[config.mk]
export PLATFORM = sky130hd
export DESIGN_NAME = uart_tx_engine_flat
export DESIGN_NICKNAME = d
export VERILOG_FILES = /design/src/rtl/uart_tx_engine_if.sv /design/src/rtl/uart_tx_engine.sv /design/src/flat_wrapper.sv
export SDC_FILE = /design/constraint.sdc
export NUM_CORES = 1
export LEC_CHECK = 0
export ABC_CLOCK_PERIOD_IN_PS = 4300
export BUFFER_PORTS_ARGS = -buffer_cell sky130_fd_sc_hd__buf_2
export CORE_ASPECT_RATIO = 1.75
export CORE_UTILIZATION = 50
export CTS_CLUSTER_DIAMETER = 30
export DETAILED_ROUTE_END_ITERATION = 8
export HOLD_SLACK_MARGIN = 0.02
export PLACE_DENSITY_LB_ADDON = 0.3
export REMOVE_ABC_BUFFERS = 1
export SYNTH_ARGS = -nofsm -noshare
export SYNTH_HDL_FRONTEND = slang
export SYNTH_SLANG_ARGS = --single-unit
export TNS_END_PERCENT = 10
[constraint.sdc]
create_clock -name pclk -period 4.3 [get_ports pclk]
set_clock_uncertainty 0.1 [all_clocks]
set_input_delay 0.43 -clock pclk [delete_from_list [all_inputs] [get_ports pclk]]
set_output_delay 0.43 -clock pclk [all_outputs]
set_load 0.005 [all_outputs]
[src/rtl/uart_tx_engine_if.sv]
// Write-side push port of uart_tx_engine: valid/ready handshake carrying one data word.
interface uart_tx_engine_if #(
  parameter int unsigned DATA_W = 8
) ();
  logic              wr_valid;
  logic [DATA_W-1:0] wr_data;
  logic              wr_ready;

  modport master (output wr_valid, output wr_data, input wr_ready);
  modport slave  (input wr_valid, input wr_data, output wr_ready);
endinterface

[src/rtl/uart_tx_engine.sv]
// UART transmitter with TX FIFO, programmable divisor, width, parity and stop bits.
// Optional CTS flow control compiled in with `define UART_TX_CTS_FLOW_EN.
module uart_tx_engine #(
  parameter int unsigned DATA_W = 8,
  parameter int unsigned DEPTH  = 16,
  parameter int unsigned DIV_W  = 16
) (
  input  logic                     pclk,
  input  logic                     prst,
  input  logic                     en,
  input  logic [DIV_W-1:0]         div,
  input  logic [1:0]               par_mode,
  input  logic                     stop2,
  uart_tx_engine_if.slave          wr,
  input  logic                     uart_cts,
  output logic                     uart_tx,
  output logic                     tx_busy,
  output logic [$clog2(DEPTH):0]   tx_level,
  output logic                     tx_done
);

  localparam int unsigned AW = $clog2(DEPTH);
  localparam int unsigned LW = AW + 1;
  localparam int unsigned BW = $clog2(DATA_W);
  localparam logic [LW-1:0] LvlFull = LW'(DEPTH);
  localparam logic [BW-1:0] BitLast = BW'(DATA_W - 1);

  localparam logic [2:0] StIdle   = 3'd0;
  localparam logic [2:0] StStart  = 3'd1;
  localparam logic [2:0] StData   = 3'd2;
  localparam logic [2:0] StParity = 3'd3;
  localparam logic [2:0] StStop   = 3'd4;

  logic [DATA_W-1:0] mem_q [DEPTH];
  logic [AW-1:0]     wr_ptr_q, rd_ptr_q;
  logic [LW-1:0]     level_q;

  logic [2:0]        state_q, state_d;
  logic [DIV_W-1:0]  cnt_q, cnt_d;
  logic [DIV_W-1:0]  div_q, div_d;
  logic [BW-1:0]     bit_q, bit_d;
  logic [DATA_W-1:0] shift_q, shift_d;
  logic              stop_q, stop_d;
  logic              stop2_q, stop2_d;
  logic              par_on_q, par_on_d;
  logic              par_bit_q, par_bit_d;
  logic              tx_q, tx_d;
  logic              done_q, done_d;

  logic push, pop, start_ok, bit_end, cts_ok;
  logic [DATA_W-1:0] head;

`ifdef UART_TX_CTS_FLOW_EN
  assign cts_ok = uart_cts;
`else
  logic unused_cts;
  assign unused_cts = uart_cts;
  assign cts_ok     = 1'b1;
`endif

  assign wr.wr_ready = (level_q != LvlFull);
  assign push        = wr.wr_valid & wr.wr_ready;
  assign head        = mem_q[rd_ptr_q];
  assign start_ok    = en & (level_q != '0) & cts_ok;
  assign bit_end     = (cnt_q == div_q);

  always_comb begin
    state_d   = state_q;
    cnt_d     = cnt_q + 1'b1;
    div_d     = div_q;
    bit_d     = bit_q;
    shift_d   = shift_q;
    stop_d    = stop_q;
    stop2_d   = stop2_q;
    par_on_d  = par_on_q;
    par_bit_d = par_bit_q;
    done_d    = 1'b0;
    pop       = 1'b0;
    case (state_q)
      StIdle: begin
        cnt_d = '0;
        pop   = start_ok;
      end
      StStart: begin
        if (bit_end) begin
          cnt_d   = '0;
          bit_d   = '0;
          state_d = StData;
        end
      end
      StData: begin
        if (bit_end) begin
          cnt_d = '0;
          if (bit_q == BitLast) begin
            stop_d  = 1'b0;
            state_d = par_on_q ? StParity : StStop;
          end else begin
            bit_d   = bit_q + 1'b1;
            shift_d = shift_q >> 1;
          end
        end
      end
      StParity: begin
        if (bit_end) begin
          cnt_d   = '0;
          stop_d  = 1'b0;
          state_d = StStop;
        end
      end
      StStop: begin
        if (bit_end) begin
          cnt_d = '0;
          if (stop2_q && !stop_q) begin
            stop_d = 1'b1;
          end else begin
            done_d  = 1'b1;
            pop     = start_ok;
            state_d = StIdle;
          end
        end
      end
      default: state_d = StIdle;
    endcase

    // Frame start: pop the head and freeze the frame's configuration.
    if (pop) begin
      state_d   = StStart;
      cnt_d     = '0;
      shift_d   = head;
      div_d     = div;
      stop2_d   = stop2;
      par_on_d  = (par_mode == 2'b01) || (par_mode == 2'b10);
      par_bit_d = (^head) ^ (par_mode == 2'b10);
    end

    case (state_d)
      StStart:  tx_d = 1'b0;
      StData:   tx_d = shift_d[0];
      StParity: tx_d = par_bit_d;
      default:  tx_d = 1'b1;
    endcase
  end

  always_ff @(posedge pclk) begin
    if (push) mem_q[wr_ptr_q] <= wr.wr_data;
  end

  always_ff @(posedge pclk) begin
    if (prst) begin
      wr_ptr_q  <= '0;
      rd_ptr_q  <= '0;
      level_q   <= '0;
      state_q   <= StIdle;
      cnt_q     <= '0;
      div_q     <= '0;
      bit_q     <= '0;
      shift_q   <= '0;
      stop_q    <= 1'b0;
      stop2_q   <= 1'b0;
      par_on_q  <= 1'b0;
      par_bit_q <= 1'b0;
      tx_q      <= 1'b1;
      done_q    <= 1'b0;
    end else begin
      if (push) wr_ptr_q <= wr_ptr_q + 1'b1;
      if (pop)  rd_ptr_q <= rd_ptr_q + 1'b1;
      if (push && !pop)      level_q <= level_q + 1'b1;
      else if (pop && !push) level_q <= level_q - 1'b1;
      state_q   <= state_d;
      cnt_q     <= cnt_d;
      div_q     <= div_d;
      bit_q     <= bit_d;
      shift_q   <= shift_d;
      stop_q    <= stop_d;
      stop2_q   <= stop2_d;
      par_on_q  <= par_on_d;
      par_bit_q <= par_bit_d;
      tx_q      <= tx_d;
      done_q    <= done_d;
    end
  end

  assign uart_tx  = tx_q;
  assign tx_busy  = (state_q != StIdle);
  assign tx_level = level_q;
  assign tx_done  = done_q;

endmodule

[src/flat_wrapper.sv]
// flat-port wrapper written by rule: the top's interface ports become plain ports
module uart_tx_engine_flat 
#(
  parameter int unsigned DATA_W = 8,
  parameter int unsigned DEPTH  = 16,
  parameter int unsigned DIV_W  = 16
)
  (pclk, prst, en, div, par_mode, stop2, uart_cts, uart_tx, tx_busy, tx_level, tx_done, wr_wr_valid, wr_wr_data, wr_wr_ready);
  uart_tx_engine_if #(.DATA_W(DATA_W)) wr_i ();
  input  logic pclk;
  input  logic prst;
  input  logic en;
  input  logic [DIV_W-1:0] div;
  input  logic [1:0] par_mode;
  input  logic stop2;
  input  logic uart_cts;
  output logic uart_tx;
  output logic tx_busy;
  output logic [$clog2(DEPTH):0] tx_level;
  output logic tx_done;
  input wire logic [$bits(wr_i.wr_valid)-1:0] wr_wr_valid;
  input wire logic [$bits(wr_i.wr_data)-1:0] wr_wr_data;
  output wire logic [$bits(wr_i.wr_ready)-1:0] wr_wr_ready;
  assign wr_i.wr_valid = wr_wr_valid;
  assign wr_i.wr_data = wr_wr_data;
  assign wr_wr_ready = wr_i.wr_ready;
  uart_tx_engine #(.DATA_W(DATA_W), .DEPTH(DEPTH), .DIV_W(DIV_W)) u_core (.pclk(pclk), .prst(prst), .en(en), .div(div), .par_mode(par_mode), .stop2(stop2), .wr(wr_i), .uart_cts(uart_cts), .uart_tx(uart_tx), .tx_busy(tx_busy), .tx_level(tx_level), .tx_done(tx_done));
endmodule
# --- Yosys cells after proc, flatten, opt, wreduce, memory -nomap -nowiden ---
# Memories as Yosys holds them, arrays and structs flattened. A register that Yosys moved wholly into a read port is not among the register bits.
# Index checks and enable logic that the tools add are counted.
op_classes:
  bitwise: 5
  n_reduce_logical: 22
  n_eq_ne: 20
  muxes: 37
  n_addsub: 6
op_table:
  columns: ["operator", "count"]
  rows:
  - ["3-bit two-way mux", 11]
  - ["8-bit two-way mux", 4]
  - ["16-bit case mux with 2 select lines", 1]
  - ["16-bit by 1-bit adder with 16-bit output, second input constant", 1]
  - ["16-bit equality test", 1]
  - ["16-bit two-way mux", 1]
  - ["3-bit case mux with 5 select lines", 1]
  - ["2-bit by 1-bit inequality test with 1-bit output, second input constant", 7]
  - ["3-bit by 2-bit equality test with 1-bit output, second input constant", 4]
  - ["1-bit two-way mux", 11]
  - ["5-bit two-way mux", 2]
  - ["4-bit by 1-bit adder with 4-bit output, second input constant", 2]
  - ["4-bit two-way mux", 2]
  - ["2-bit nonzero test", 4]
  - ["8-bit XOR reduction", 1]
  - ["3-bit by 1-bit equality test with 1-bit output, second input constant", 2]
  - ["3-bit equality test, second input constant", 2]
  - ["1-bit case mux with 3 select lines", 2]
  - ["3-bit case mux with 2 select lines", 1]
  - ["6-bit AND reduction", 1]
  - ["3-bit nonzero test", 2]
  - ["5-bit by 1-bit adder with 5-bit output, second input constant", 1]
  - ["5-bit inequality test, second input constant", 1]
  - ["5-bit nonzero test", 1]
  - ["other kinds (18)", 24]
word_totals:
  n_memories: 1
  register_bits: 65
  ram_bits: 128
mem_list:
  columns: ["name", "depth", "width", "rd", "rd_clocked_by_memory_dff", "write_ports", "line_no", "rtl"]
  rows:
  - ["u_core.mem_q", 16, 8, 1, 1, 1, "uart_tx_engine.sv:34", "logic [DATA_W-1:0] mem_q [DEPTH];"]

# --- Logic depth before layout (Yosys ltp) ---
logic_depth:
  depth_word: 8
  depth_mapped: 18
  mapped_depth_nobuf: 15

# --- Least setup slack after synthesis ---
# Ideal clock, no wire load.
synth_timing:
  path_type: "register to register"
  start: "reg u_core.cnt_q[7]"
  end: "reg u_core.level_q[4] (netlist: u_core.tx_level[4])"
  t_arrival_ps: 3253
  required_time_ps: 4130
  setup_ps: 70
  synth_period_minus_slack_ps: 3423
  path_stages_with_launch: 18
  setup_slack_ps: 877
  path_buffers: 3
  path_cell_list: "dfxtp_1 clkbuf_1 xor2_1 nor4_1 nand4_1 clkbuf_1 o21ai_1 and2_1 inv_2 clkbuf_1 ha_1 inv_1 ha_1 a21o_1 a21oi_1 xnor2_1 or3_1 a21oi_1"
synth_between:
  elab_chain_cells: 6
synth_lines:
  columns: ["item", "line_no", "rtl"]
  rows:
  - ["start, declared", "uart_tx_engine.sv:39", "logic [DIV_W-1:0] cnt_q, cnt_d;"]
  - ["start signal, assigned", "uart_tx_engine.sv:170", "cnt_q <= cnt_d;"]
  - ["16-bit equality test *", "uart_tx_engine.sv:65", "assign bit_end = (cnt_q == div_q);"]
  - ["1-bit two-way mux *", "uart_tx_engine.sv:111", "if (bit_end) begin"]
  - ["1-bit case mux with 2 select lines *", "uart_tx_engine.sv:79", "case (state_q)"]
  - ["1-bit logical NOT", "uart_tx_engine.sv:167", "if (push && !pop) level_q <= level_q + 1'b1;"]
  - ["1-bit logical AND", "uart_tx_engine.sv:167", null]
  - ["5-bit two-way mux / 2-bit nonzero test (equally long branches)", null, null]
  - ["end signal, assigned", "uart_tx_engine.sv:167", null]
  - ["end signal, assigned", "uart_tx_engine.sv:168", "else if (pop && !push) level_q <= level_q - 1'b1;"]
  - ["end, declared", "uart_tx_engine.sv:36", "logic [LW-1:0] level_q;"]
# Mark *: on every way between the ends. The rest lies on a longest branch, timed or not.
# A chain may end at the register's enable or synchronous reset.

# --- Worst setup path after layout ---
layout_timing:
  start: "reg u_core.cnt_q[12]"
  end: "reg u_core.level_q[4] (netlist: u_core.tx_level[4])"
# The elaborated chain is that of the path after synthesis.

==> qor.yml <==
run_status:
  status: "finished, violations left"
  failed_checks: "DRC"
timing:
  min_period_ns: 3.715
  worst_pin_slew_ns: 0.9721
  max_freq_mhz: 269.2
  drv_slew: 0
  min_period_over_period_pct: 86.39
  rsz0062_at_grt: "no"
  slew_headroom_pct: 35.19
  finalHoldViolations: 0
  setup_tns_ns: 0
  hold_slack_ns: 0.1286
  setup_viol: 0
synthesis:
  synth.distinct_cells: 46
  synth_compound_gate_area_share_pct: 4.494
  async_reset_ff_share_pct: 0
  synthTopCellsByArea: "edfxtp_1, dfxtp_1, mux4_2"
  synth.avg_cell_area_um2: 13.76
  synthSimpleGateAreaFrac_pct: 10.28
  synth_top_family_by_area: "multiplexers"
  syn_inst: 591
  netlist.top_cell.by_area: "edfxtp_1"
  synth_mux_area_share_pct: 10.60
  synth_edf_count: 128
  synth_top_area_share_pct: 47.28
  synth-warning-count: 0
  synth_adder_area_share_pct: 2.247
  synth.ff_latch_count: 197
  synthXorXnorAreaFrac_pct: 5.355
  ys.flop_type: "edfxtp_1"
  post_synth_instance_area_um2: 8130
  synth_seq_area_share_pct: 64.27
critical_path:
  cp.buffers_inverters: 2
  startpoint: "u_core.cnt_q[12]$_SDFF_PP0_"
  start_kind: "flop"
  r2r_start: "u_core.cnt_q[12]$_SDFF_PP0_"
  crit_family: "simple AND/OR/NAND/NOR gates"
  crit_fanout: 29
  crit_slowest_cell: "nor4_1"
  crit_chain: "xor2_1 > nor4_1 > nand4_1 > o21ai_1 > and2_1 > inv_2 > ha_1 > inv_1 > ha_1 > a21o_1 > a21oi_1 > xnor2_1 > or3_1 > a21oi_1"
  required_ns: 4.55
  criticalPathCategory: "reg2reg"
  arrival_ns: 3.97
  max_stage_delay_ns: 0.39
  end_kind: "flop"
clock_network:
  clockBufferDepth: 2
  cts.sinks: 197
  clk_latency_ns: 0.43
  numCtsBuffers: 17
  cts_setup_buffers: 0
  htreeDepth: 4
  root_buffer: "clkbuf_16"
  postCtsResizedCells: 0
  cts.clk_slew.worst_paths_ns: 0.08
  cts_tree: "done"
  cts_hold_buffers: 0
floorplanning:
  dieArea_um2: 16800
  ios: 41
  die_x_um: 98.40
  die_h_um: 170.7
  start_util_pct: 51.21
  core_area_um2: 15880
  rows: 61
power_and_ir_drop:
  ir_drop_uv: 267.1
  finalPower_mw: 5.353
  power_density_nw_per_um2: 588.1
  leakage_nw: 3.215
global_route:
  grt_use_total_pct: 20.01
  grt_pass1_vias: 4848
  grt_antenna_before_repair: 0
  grt_max_degree: 52
  grt_pass1_wl_um: 25000
  grt_overflow: 0
run:
  maxCapViolCount: 0
place:
  dp.final_hpwl_um: 10740
  dpl_cell_area_um2: 8461
  gp_congestion: 0.8132
  dp_cells: 797
  port_buffers: 39
finish:
  drive_gt1_share_pct: 18.59
  fin_cells: 829
  antennaDiodeCount: 0
  fin_area_um2: 9102
  areaGrowthSynthToFinish_pct: 11.96
  final_nets: 673
detailed_routing:
  drcViolationCount: 3
  dr.pass1.iters: 8
  wl_per_cell_um: 18.82
  wirelength_um: 15600
  ant_nets: 0
  viasPerCell: 5.650
  routed-via-count: 4684
  first_iter_violations: 212
min_path:
  min-delay-start: "div[15]"
  hp-class: "in2reg"
-- worst paths after layout --
kind / slack (ns) / end / cells after the start
setup / recovery: 0.59 / u_core.tx_level[4]$_SDFFE_PP0P_ / 14
hold / removal: 0.13 / u_core.div_q[15]$_SDFFE_PP0P_ / 3
setup reg to reg: 0.59 / u_core.tx_level[4]$_SDFFE_PP0P_ / 14
hold reg to reg: 0.36 / u_core.bit_q[1]$_SDFFE_PP0P_ / 2
-- Yosys cell counts (all sizes together), types with 6 or more instances --
cell and number:
nand3 17, o21ai 6, and3 7, buf 11, xnor2 12, clkbuf 19
dfxtp 69, nand4 6, nand2 67, nor2 61, nor4 6, xor2 29
mux4 36, a22oi 7, inv 15, ha 13, a21oi 37, edfxtp 128
-- cell usage in the layout, fill, tap and decap left out, types with 8 or more instances in the layout --
cell type | synthesis | final
a21oi_1 | 37 | 37
buf_4 | 0 | 8
edfxtp_1 | 128 | 128
inv_1 | 13 | 13
mux4_2 | 34 | 34
nor2_1 | 61 | 61
xor2_1 | 29 | 29
ha_1 | 13 | 13
buf_2 | 6 | 39
dfxtp_1 | 69 | 68
nand2_1 | 67 | 67
clkbuf_16 | 0 | 17
xnor2_1 | 11 | 11
nand3_1 | 17 | 17
-- final cells by class --
class                           count  area (µm²)
Clock buffer                       17       425.4
Clock inverter                     15       216.5
Fill cell                        1270        6773
Inverter                           15       56.30
Multi-Input combinational cell    349        2686
Sequential cell                   197        5226
Tap cell                          189       236.5
Timing Repair Buffer               47       255.2
-- registers in the layout, summed over array words and instances, names as in the netlist, 4 cells and up, named ones only --
name	cells
u_core.wr_ptr_q	4
u_core.div_q	16
u_core.rd_ptr_q	4
u_core.tx_level	5
u_core.cnt_q	16
u_core.mem_q	128
u_core.shift_q	8
-- layer usage --
layer	routed length (µm)	vias up	track usage [%]	part of all wire, %
met1	5673	2329	20.49	36
li1	-	2232	-	-
met3	423	30	3.350	2.7
met4	391	0	9.409	2.5
met5	0	-	0	0
met2	9110	93	38.98	58
-- kinds of logic after synthesis --
kind of cell / after synthesis
flops: 197
compound gates: 63
fa+ha+maj: 14
buf+inv: 45
xor+xnor: 44
simple gates: 188
mux: 40
-- where the power goes --
part           leakage, nW  total [mW]  internal, mW  switching (mW)
combinational         1.19        1.36         0.653           0.704
clock                0.310        1.67         0.827           0.840
sequential            1.72        2.33          2.18           0.153
-- tightest hold or removal path, cell delays in order --
cell     delay (ns)
buf_2          0.09
nand2_1        0.04
a21oi_1        0.05
-- stage by stage --
| step | setup slack, ns | util [%] |
|---|---|---|
| 6_report | 0.5853 | 57.34 |
| 5_1_grt | 0.3296 | 57.34 |
| 4_1_cts | 0.5156 | 57.34 |
| 3_5_place_dp | 0.5391 | 53.29 |
| 3_3_place_gp | 0.5881 | 53.29 |
| 2_1_floorplan | 0.3037 | - |
No activity file was read; power rests on OpenSTA's default activity.
